`src/rtl/hazard_forward_unit.sv`:
```
// hazard_forward_unit: RAW stall / forward-select controller for the 5-stage MIPS pipeline.
// Hazards are resolved from per-instruction Tuse/Tnew/dest fields supplied by the D-stage
// decoder. Destination and Tnew of the E, M and W stages are tracked internally.
// Optional HI/LO mult/div busy tracking is compiled in when HFU_MD_UNIT_EN is defined;
// without it md_busy is tied low and the md inputs are ignored.
module hazard_forward_unit #(
   parameter int unsigned RA_W     = 5,
   parameter int unsigned T_W      = 2,
   parameter int unsigned MULT_CYC = 5,
   parameter int unsigned DIV_CYC  = 10
) (
   input  logic            clk,
   input  logic            reset,
   input  logic            d_valid,
   input  logic [RA_W-1:0] d_rs,
   input  logic [RA_W-1:0] d_rt,
   input  logic [T_W-1:0]  d_tuse_rs,
   input  logic [T_W-1:0]  d_tuse_rt,
   input  logic [RA_W-1:0] d_dest,
   input  logic [T_W-1:0]  d_tnew,
   input  logic            d_is_md,
   input  logic            e_md_start,
   input  logic            e_md_is_div,
   output logic            stall,
   output logic [1:0]      fwd_d_rs,
   output logic [1:0]      fwd_d_rt,
   output logic [1:0]      fwd_e_rs,
   output logic [1:0]      fwd_e_rt,
   output logic            fwd_m_rt,
   output logic            md_busy
);

   localparam int unsigned CNT_W =
      $clog2(((MULT_CYC > DIV_CYC) ? MULT_CYC : DIV_CYC) + 1);

   // Per-stage tracking; W only needs its destination since its result is always ready.
   logic [RA_W-1:0] eDest, eRs, eRt;
   logic [T_W-1:0]  eTnew;
   logic [RA_W-1:0] mDest, mRt;
   logic [T_W-1:0]  mTnew;
   logic [RA_W-1:0] wDest;
   logic            mdStall;

   function automatic logic [T_W-1:0] satDec(input logic [T_W-1:0] t);
      return (t == '0) ? t : t - T_W'(1);
   endfunction

   // Operand hazard that forwarding cannot cover: producer result arrives after it is needed.
   function automatic logic opStall(
      input logic [RA_W-1:0] r,   input logic [T_W-1:0] tuse,
      input logic [RA_W-1:0] eD,  input logic [T_W-1:0] eT,
      input logic [RA_W-1:0] mD,  input logic [T_W-1:0] mT
   );
      return (tuse != '1) && (r != '0) &&
             (((eD == r) && (eT > tuse)) || ((mD == r) && (mT > tuse)));
   endfunction

   // D-operand select: youngest matching stage wins; if it is not ready the select stays 0.
   function automatic logic [1:0] dSel(
      input logic [RA_W-1:0] r,
      input logic [RA_W-1:0] eD, input logic [T_W-1:0] eT,
      input logic [RA_W-1:0] mD, input logic [T_W-1:0] mT,
      input logic [RA_W-1:0] wD
   );
      if (r == '0) return 2'd0;
      if (eD == r) return (eT == '0) ? 2'd1 : 2'd0;
      if (mD == r) return (mT == '0) ? 2'd2 : 2'd0;
      if (wD == r) return 2'd3;
      return 2'd0;
   endfunction

   // E/M-operand select against M then W, same youngest-match masking.
   function automatic logic [1:0] eSel(
      input logic [RA_W-1:0] r,
      input logic [RA_W-1:0] mD, input logic [T_W-1:0] mT,
      input logic [RA_W-1:0] wD
   );
      if (r == '0) return 2'd0;
      if (mD == r) return (mT == '0) ? 2'd2 : 2'd0;
      if (wD == r) return 2'd3;
      return 2'd0;
   endfunction

   // Advance the tracked pipeline; a stalled or invalid D instruction becomes a bubble in E.
   always_ff @(posedge clk) begin
      if (reset) begin
         eDest <= '0;
         eTnew <= '0;
         eRs   <= '0;
         eRt   <= '0;
         mDest <= '0;
         mTnew <= '0;
         mRt   <= '0;
         wDest <= '0;
      end else begin
         wDest <= mDest;
         mDest <= eDest;
         mTnew <= satDec(eTnew);
         mRt   <= eRt;
         if (stall || !d_valid) begin
            eDest <= '0;
            eTnew <= '0;
            eRs   <= '0;
            eRt   <= '0;
         end else begin
            eDest <= d_dest;
            eTnew <= d_tnew;
            eRs   <= d_rs;
            eRt   <= d_rt;
         end
      end
   end

`ifdef HFU_MD_UNIT_EN
   logic [CNT_W-1:0] mdCnt;

   // Busy countdown; a start while already counting is ignored rather than reloading.
   always_ff @(posedge clk) begin
      if (reset) begin
         mdCnt <= '0;
      end else if (e_md_start && (mdCnt == '0)) begin
         mdCnt <= e_md_is_div ? CNT_W'(DIV_CYC) : CNT_W'(MULT_CYC);
      end else if (mdCnt != '0) begin
         mdCnt <= mdCnt - CNT_W'(1);
      end
   end

   assign md_busy = e_md_start | (mdCnt != '0);
   assign mdStall = d_valid & d_is_md & md_busy;
`else
   logic [CNT_W-1:0] unusedMdCfg;
   logic             unusedMdIn;

   assign unusedMdCfg = CNT_W'(MULT_CYC) ^ CNT_W'(DIV_CYC);
   assign unusedMdIn  = d_is_md ^ e_md_start ^ e_md_is_div;
   assign md_busy     = 1'b0;
   assign mdStall     = 1'b0;
`endif

   // Stall and forward selects, purely from tracked state and the current D fields.
   always_comb begin
      stall    = mdStall |
                 (d_valid & (opStall(d_rs, d_tuse_rs, eDest, eTnew, mDest, mTnew) |
                             opStall(d_rt, d_tuse_rt, eDest, eTnew, mDest, mTnew)));
      fwd_d_rs = dSel(d_rs, eDest, eTnew, mDest, mTnew, wDest);
      fwd_d_rt = dSel(d_rt, eDest, eTnew, mDest, mTnew, wDest);
      fwd_e_rs = eSel(eRs, mDest, mTnew, wDest);
      fwd_e_rt = eSel(eRt, mDest, mTnew, wDest);
      fwd_m_rt = (mRt != '0) && (mRt == wDest);
   end

endmodule

```
`config.mk`:
```
export PLATFORM = sky130hd
export DESIGN_NAME = hazard_forward_unit
export DESIGN_NICKNAME = d
export VERILOG_FILES = /design/src/rtl/hazard_forward_unit.sv
export SDC_FILE = /design/constraint.sdc
export NUM_CORES = 1
export LEC_CHECK = 0
export CAP_MARGIN = 20
export CORE_ASPECT_RATIO = 0.75
export CORE_MARGIN = 1
export CORE_UTILIZATION = 45
export CTS_CLUSTER_DIAMETER = 200
export DETAILED_ROUTE_END_ITERATION = 12
export GPL_TIMING_DRIVEN = 0
export PLACE_DENSITY_LB_ADDON = 0.08
export SLEW_MARGIN = 10
export SYNTH_ARGS = -nofsm -noshare
export SYNTH_HDL_FRONTEND = slang
export SYNTH_SLANG_ARGS = --single-unit
```
`constraint.sdc`:
```
create_clock -name clk -period 2 [get_ports clk]
set_clock_uncertainty 0.1 [all_clocks]
set_input_delay 0.4 -clock clk [delete_from_list [all_inputs] [get_ports clk]]
set_output_delay 0.4 -clock clk [all_outputs]
set_load 0.02 [all_outputs]
```
# --- Word level (Yosys, flattened, before mapping) ---
# Cells that the tools add are included.
word_totals:
  reg_bits: 34
  input_bits: 27
  out_inout_bits: 11
  wordCells: 114
classes:
  addsub: 1
  magnitude_cmp: 4
  n_eq_ne: 13
  mux: 63
  bitwise: 2
  reduce_logical: 23
ops:
  columns: ["cell", "n"]
  rows:
  - ["two-way mux 2 bit", 30]
  - ["equality test 5 bit", 11]
  - ["two-way mux 1 bit", 33]
  - ["logical NOT 5 bit", 4]
  - ["nonzero test 5 bit", 3]
  - ["logical AND 1 bit", 9]
  - ["greater-than comparator 2 bit", 4]
  - ["logical NOT 2 bit", 2]
  - ["inequality test 2 bit (second input constant)", 2]
  - ["logical OR 1 bit", 3]
  - ["OR reduction 2 bit", 1]
  - ["subtractor 2 x 1 -> 2 bit (second input constant)", 1]
  - ["bitwise AND 1 bit", 1]
  - ["logical NOT 1 bit", 1]
  - ["OR 1 bit", 1]

# --- Depth between registers and ports, before layout ---
# Gate-level depths: netlist of the first run.
depth:
  ltp_word: 12
  ltp_mapped: 9
  ltp_nobuf: 8

# --- Least setup slack after synthesis of the first run ---
# No wires, ideal clock.
synth_path:
  path_kind: "register to output"
  start: "register wDest[2]"
  end: "output fwd_e_rt[1]"
  arrival_time_ns: 1.793
  required_time_ns: 1.500
  slack_ns: -0.293
  path_stages_with_launch: 6
  path_buffers: 1
  cell_sequence: "dfxtp_1 > clkbuf_1 > xnor2_1 > nand2_1 > nor4_1 > a21o_1"
synth_via:
  elab_chain_cells: 7
  word_cells_on_any_way: 8
  classes_between: "eq/ne (1); mux (7)"
synth_lines:
  columns: ["element", "line", "rtl"]
  rows:
  - ["from (decl)", "41", "logic [RA_W-1:0] wDest;"]
  - ["from (signal assigned)", "96", "wDest <= mDest;"]
  - ["equality test 5 bit (*)", "80", "if (wD == r) return 2'd3;"]
  - ["two-way mux 1 bit (2 in series)", "80", null]
  - ["two-way mux 1 bit", "79", "if (mD == r) return (mT == '0) ? 2'd2 : 2'd0;"]
  - ["two-way mux 2 bit (*)", "81", "return 2'd0;"]
  - ["two-way mux 2 bit (*)", "80", null]
  - ["two-way mux 2 bit (*)", "79", null]
  - ["to (decl)", "28", "output logic [1:0] fwd_e_rt,"]
# Mark *: on every way between the ends. The rest lies on a longest branch, timed or not. The select of a mux whose other input is x is not followed.

# --- Final worst setup path of the first run ---
layout_path:
  start: "input d_rt[3]"
  end: "output stall"
layout_via:
  elab_chain_cells: 6
  word_cells_on_any_way: 10
  classes_between: "eq/ne (2); bitwise (2); reduce/logical (6)"
layout_lines:
  columns: ["element", "line", "rtl"]
  rows:
  - ["from (decl)", "16", "input logic [RA_W-1:0] d_rt,"]
  - ["equality test 5 bit", "55", "(((eD == r) && (eT > tuse)) || ((mD == r) && (mT > tuse)));"]
  - ["logical AND 1 bit", "55", null]
  - ["logical OR 1 bit", "55", null]
  - ["logical AND 1 bit (*)", "54", "return (tuse != '1) && (r != '0) &&"]
  - ["OR 1 bit (*)", "143", "(d_valid & (opStall(d_rs, d_tuse_rs, eDest, eTnew, mDest, mTnew) |"]
  - ["bitwise AND 1 bit (*)", "143", null]
  - ["to (decl)", "24", "output logic stall,"]
# Mark *: on every way between the ends. The rest lies on a longest branch, timed or not.

==> flow_summary.toml, run 1 <==
[yosys]
ys_types = 34
yosysWarnings = 0
synth_area_leader_cell = "dfxtp_1"
synthXorXnorAreaFrac_pct = 23.6
synthCells = 221
synth_compound_area_share_pct = 7.88
synth.area.mux_share_pct = 0
synth_nets = 256
synth-seq-cells = 34
syn-cell-area_mm2 = 0.00200
syn_avg_cell_area_um2 = 9.05
synth_fa_ha_area_share_pct = 5.00
synth_top_family_by_area = "simple AND/OR/NAND/NOR gates"
synthTopCellsByArea = "dfxtp_1 (34%), xnor2_1 (13%), xor2_1 (11%)"
synth_top_area_share_pct = 34.0
synthSimpleGateAreaFrac_pct = 24.5
synth.yosys.seq_area_share_pct = 34.0

[grt]
grt_max_degree = 11
overflow = 0
antenna_found_initial = 0
grt_pass1_wl_um = 8080
grtUsageTotal_pct = 24.0
grt_pass1_vias = 1627

[critical_path]
path_buf_inv = 2
cp_max_fo = 5
cp_slowest_cell = "or4_4"
crit_top_cell = "buf_6"
arrival_ns = 1.97
startpoint_type = "input port"
crit_chain = "buf_6 > or4_4 > o21ai_4 > a211o_2 > nor2_1 > o41a_1 > buf_6"
cp-end-kind = "output port"
cpLargestDelayFamily = "compound AO/OA/AOI/OAI gates"
crit_required_ns = 1.50
critical-path-max-stage-delay_ns = 0.56
crit_type = "in2out"

[timing]
setup_viol = 26
rsz0062_at_grt = "true"
period_share_pct = 123
maxSlewHeadroom_pct = 64.2
worstMarginPinSlew_ns = 0.536
finalHoldViolCount = 0
fmax_mhz = 406
setup_slack_ns = -0.466
min_period_ns = 2.47
maxSlewViolCount = 0

[power_and_ir_drop]
p_per_area_mw_per_mm2 = 555
peakVddDrop_mv = 0.434
switching_share_pct = 28.6
switching_power_uw = 477
p_leak_uw = 0.00122
p_int_uw = 1190
p_seq_share_pct = 43.7
pwr-share-clk_pct = 31.1
comb_power_share_pct = 25.1

[final_layout]
multi_input_area_mm2 = 0.00158
final_common_cell = "xnor2_1"
nFillCells = 323
final_cell_area_mm2 = 0.00301
layout_common_cells = "xnor2_1 (30), buf_4 (18), xor2_1 (17)"
diodes = 0
drive_above_1_share_pct = 47.1
nNetsFinal = 306
synthToLayoutAreaGrowth_pct = 50.3
ff_latch_area_um2 = 726

[drt]
drt_wl_total_um = 5280
drc = 0
firstDrtPassIters = 4
ant_nets = 0
drt_iter0_drc = 52
via_count = 1666
routedWlPerCell_um = 16.1
avgViaCountPerCell = 5.09

[clock_network]
cts_tree = "built"
clkTransAtPathRegs_ns = 0.06
cts_sinks = 34
holdBufCountCts = 0
cts_inserted_buffers = 5
clock_latency_ns = 0.28
clockRootBuffer = "clkbuf_8"
clockBufferDepth = 2
htree_levels = 2

[floorplan]
start_util_pct = 48.2
die_area_mm2 = 0.00472
pin_count = 38
die_x_um = 79.0
row_count = 20
core_area_mm2 = 0.00415
die_h_um = 59.7

[placement]
dp_hpwl_um = 3450
port_buffers = 32
post-place-ws_ns = -1.46
place_area_mm2 = 0.00242
place_congestion = 0.808

[run_status]
outcome = "finished with violations"
failed_checks = "negative setup slack"

[worst_hold_path]
hold_class = "in2reg"

[job]
drv_cap = 0
state kept, by name (all words and copies together) (netlist names):
name   count
eRs        5
eDest      5
eTnew      2
mTnew      2
mDest      5
wDest      5
mRt        5
eRt        5
stage by stage:
step	util, %	TNS [ns]	power [uW]	hold WS [ns]	instances
floorplan	-	-0.627	936	0.345	221
global placement	58.2	-21.86	1060	0.409	308
detailed placement	58.2	-21.53	1070	0.408	308
CTS	68.9	-3.27	1640	0.245	324
global route	72.4	-6.06	1760	0.259	327
finish	72.4	-3.68	1670	0.282	327
power groups by stage:
stage	clock, uW	sequential [uW]	combinational [uW]
global placement	0	735	328
detailed placement	0	735	330
CTS	527	728	387
global route	570	733	453
finish	520	730	420
floorplan	0	729	207
per-layer routing:
metal	vias to the layer above	global-route usage (%)	routed length (um)
met5	-	0	0
met4	0	7.27	38
met3	5	6.72	266
met2	35	40.1	2550
met1	803	30.4	2420
li1	823	-	-
synth_stat cells:
| master | count |
|---|---|
| a2111oi_2 | 3 |
| nor3_1 | 9 |
| conb_1 | 1 |
| buf_6 | 1 |
| o41a_1 | 1 |
| a211o_2 | 1 |
| nor2b_1 | 16 |
| nand4_1 | 1 |
| nor4_1 | 5 |
| and2_1 | 17 |
| a21oi_1 | 8 |
| nor2_1 | 10 |
| and3_1 | 1 |
| a21o_1 | 2 |
| nand3_1 | 6 |
| nor3_2 | 1 |
| clkbuf_1 | 10 |
| nor3b_1 | 2 |
| and4_1 | 2 |
| dfxtp_1 | 34 |
| buf_4 | 1 |
| buf_2 | 2 |
| ha_1 | 8 |
| o221a_2 | 1 |
| inv_1 | 8 |
| o21bai_1 | 1 |
| xor2_1 | 24 |
| or2_2 | 1 |
| nand2_1 | 8 |
| xnor2_1 | 30 |
| or4_1 | 2 |
| o21ai_2 | 2 |
| nor4_4 | 1 |
| or4_4 | 1 |
worst paths after layout:
path | from | endpoint | slack (ns) | cells past startpoint
worst max-delay path | d_rt[3] | stall | -0.47 | 7
worst min-delay path | d_rt[3] | eRt[3] | 0.28 | 2
worst max register to register | mDest[3] | eRs[2] | -0.13 | 9
worst min register to register | eTnew[0] | mTnew[0] | 0.39 | 1
timing repair:
item	CTS	global route
resized for setup	147	39
endpoints found under the hold margin	0	0
pin swaps	32	24
endpoints found under the setup margin	27	27
cloned	1	0
buffers inserted	17	5
final cells by class:
cell class / count / share of cell area [%]
plain buffers: 4 / 0.874
clock buffers: 7 / 2.87
clock inverters: 1 / 0.166
inverters: 8 / 0.998
multi-input cells: 165 / 52.7
flip-flops and latches: 34 / 24.1
well taps: 55 / 2.29
repair buffers: 53 / 16.0
cell families (layout without fill, tap and decap cells):
kind of cell / after synthesis / count (layout)
other: 1 / 1
AND/OR/NAND/NOR: 83 / 83
AO/OA/AOI/OAI: 19 / 19
adder cells (fa/ha/maj): 8 / 8
buffers and inverters: 22 / 73
flip-flops: 34 / 34
XOR/XNOR: 54 / 54
(Power assumes the default switching activity.)
==> run 2: changes to the inputs <==
SLEW_MARGIN = unset   (was 10)
==> results of run 2 <==
Same layout as run 1: the final DEF is identical, and so are final timing and power.
==> run 3: changes to the inputs <==
CORE_UTILIZATION = 47   (was 45)
==> run 3 against run 2 <==
The run still ends with negative setup slack left. First-iteration DRC count up 69%. Utilization down 1.2 points. Global-route usage down 0.18 points. Critical path type unchanged.
==> flow_summary.toml, run 3 (same netlist as run 1, synthesis figures left out) <==
[run_status]
outcome = "finished with violations"
failed_checks = "negative setup slack"

[grt]
grt_max_degree = 11
overflow = 0
grt_pass1_wl_um = 8000
grt_pass1_vias = 1593
antenna_found_initial = 0
grtUsageTotal_pct = 23.9

[floorplan]
start_util_pct = 49.4
die_area_mm2 = 0.00452
die_x_um = 77.3
core_area_mm2 = 0.00405
row_count = 20
pin_count = 38
die_h_um = 58.5

[critical_path]
critical-path-max-stage-delay_ns = 0.55
arrival_ns = 1.95
cp-end-kind = "output port"
cpLargestDelayFamily = "compound AO/OA/AOI/OAI gates"
path_buf_inv = 2
crit_start = "d_rt[4]"
r2r_start = "mDest[4]"
cp_slowest_cell = "or4_4"
crit_type = "in2out"
crit_required_ns = 1.50
startpoint_type = "input port"
cp_max_fo = 2
crit_chain = "buf_8 > or4_4 > o21ai_4 > a211o_2 > nor2_1 > o41a_1 > buf_6"

[power_and_ir_drop]
switching_power_uw = 445
comb_power_share_pct = 24.9
switching_share_pct = 28.1
pwr-share-clk_pct = 28.9
p_seq_share_pct = 46.2
peakVddDrop_mv = 0.550
p_int_uw = 1140
p_leak_uw = 0.00116
p_per_area_mw_per_mm2 = 550

[final_layout]
final_util_pct = 71.2
final_common_cell = "xnor2_1"
diodes = 0
stdcell_count = 321
nNetsFinal = 301
synthToLayoutAreaGrowth_pct = 44.2
drive_above_1_share_pct = 40.6
final_cell_area_mm2 = 0.00289
layout_common_cells = "xnor2_1 (30), xor2_1 (20), buf_4 (18)"

[clock_network]
cts_sinks = 34
clkTransAtPathRegs_ns = 0.06
htree_levels = 2
clock_latency_ns = 0.28
clockBufferDepth = 2
cts_tree = "built"
clockRootBuffer = "clkbuf_8"
holdBufCountCts = 0
cts_inserted_buffers = 5

[worst_hold_path]
hold_class = "in2reg"
holdCritStartpoint = "d_rt[2]"

[placement]
dp_hpwl_um = 3360
dp_cells = 308
place_congestion = 0.828
place_area_mm2 = 0.00242
port_buffers = 32

[timing]
finalHoldViolCount = 0
maxSlewViolCount = 0
rsz0062_at_grt = "true"
min_period_ns = 2.45
period_share_pct = 123
fmax_mhz = 408
worstMarginPinSlew_ns = 0.520
maxSlewHeadroom_pct = 65.3
setup_slack_ns = -0.453
setup-tns-final_ns = -4.12
setup_viol = 26

[drt]
avgViaCountPerCell = 5.17
firstDrtPassIters = 4
ant_nets = 0
drc = 0
via_count = 1661
routedWlPerCell_um = 15.6
drt_wl_total_um = 5020
drt_iter0_drc = 88

[job]
drv_cap = 0
[run 3: repair_timing]
item | CTS | global route
gates resized for setup | 144 | 24
pin swaps | 33 | 9
setup endpoints to repair | 27 | 27
setup buffers | 13 | 4
[run 3: worst paths after layout]
check | endpoint | slack, ns | cells after the start
worst max-delay path | stall | -0.45 | 7
worst min-delay path | eRt[2] | 0.29 | 2
worst max register to register | eRs[3] | -0.20 | 10
worst min register to register | mTnew[0] | 0.38 | 1
[run 3: layout make-up]
class | instances | area, um^2
flip-flops and latches | 34 | 723
inverters | 8 | 30.0
fillers | 312 | 1170
plain buffers | 4 | 26.3
clock buffers | 7 | 76.3
repair buffers | 48 | 425
well taps | 55 | 68.8
multi-input cells | 165 | 1540
[run 3: layer usage]
layer	up-vias	share of wire, %	global-route usage [%]
li1	815	-	-
met1	803	49	31.5
met2	37	45	38.3
met3	6	4.3	4.81
met4	0	1.4	10.5
met5	-	0	0
[run 3: stage by stage]
stage	total power, uW	setup slack [ns]	hold slack (ns)
after CTS	1570	-0.405	0.276
after detailed placement	1070	-1.43	0.417
after floorplan	936	-0.241	0.345
after global placement	1060	-1.42	0.416
final	1590	-0.453	0.285
after global routing	1670	-0.500	0.275
[run 3: power groups by stage]
stage	Combinational, uW	Clock, uW	Sequential, uW
2_1_floorplan	207	0	729
3_3_place_gp	326	0	736
3_5_place_dp	329	0	736
4_1_cts	367	470	732
5_1_grt	427	509	736
6_report	394	459	733
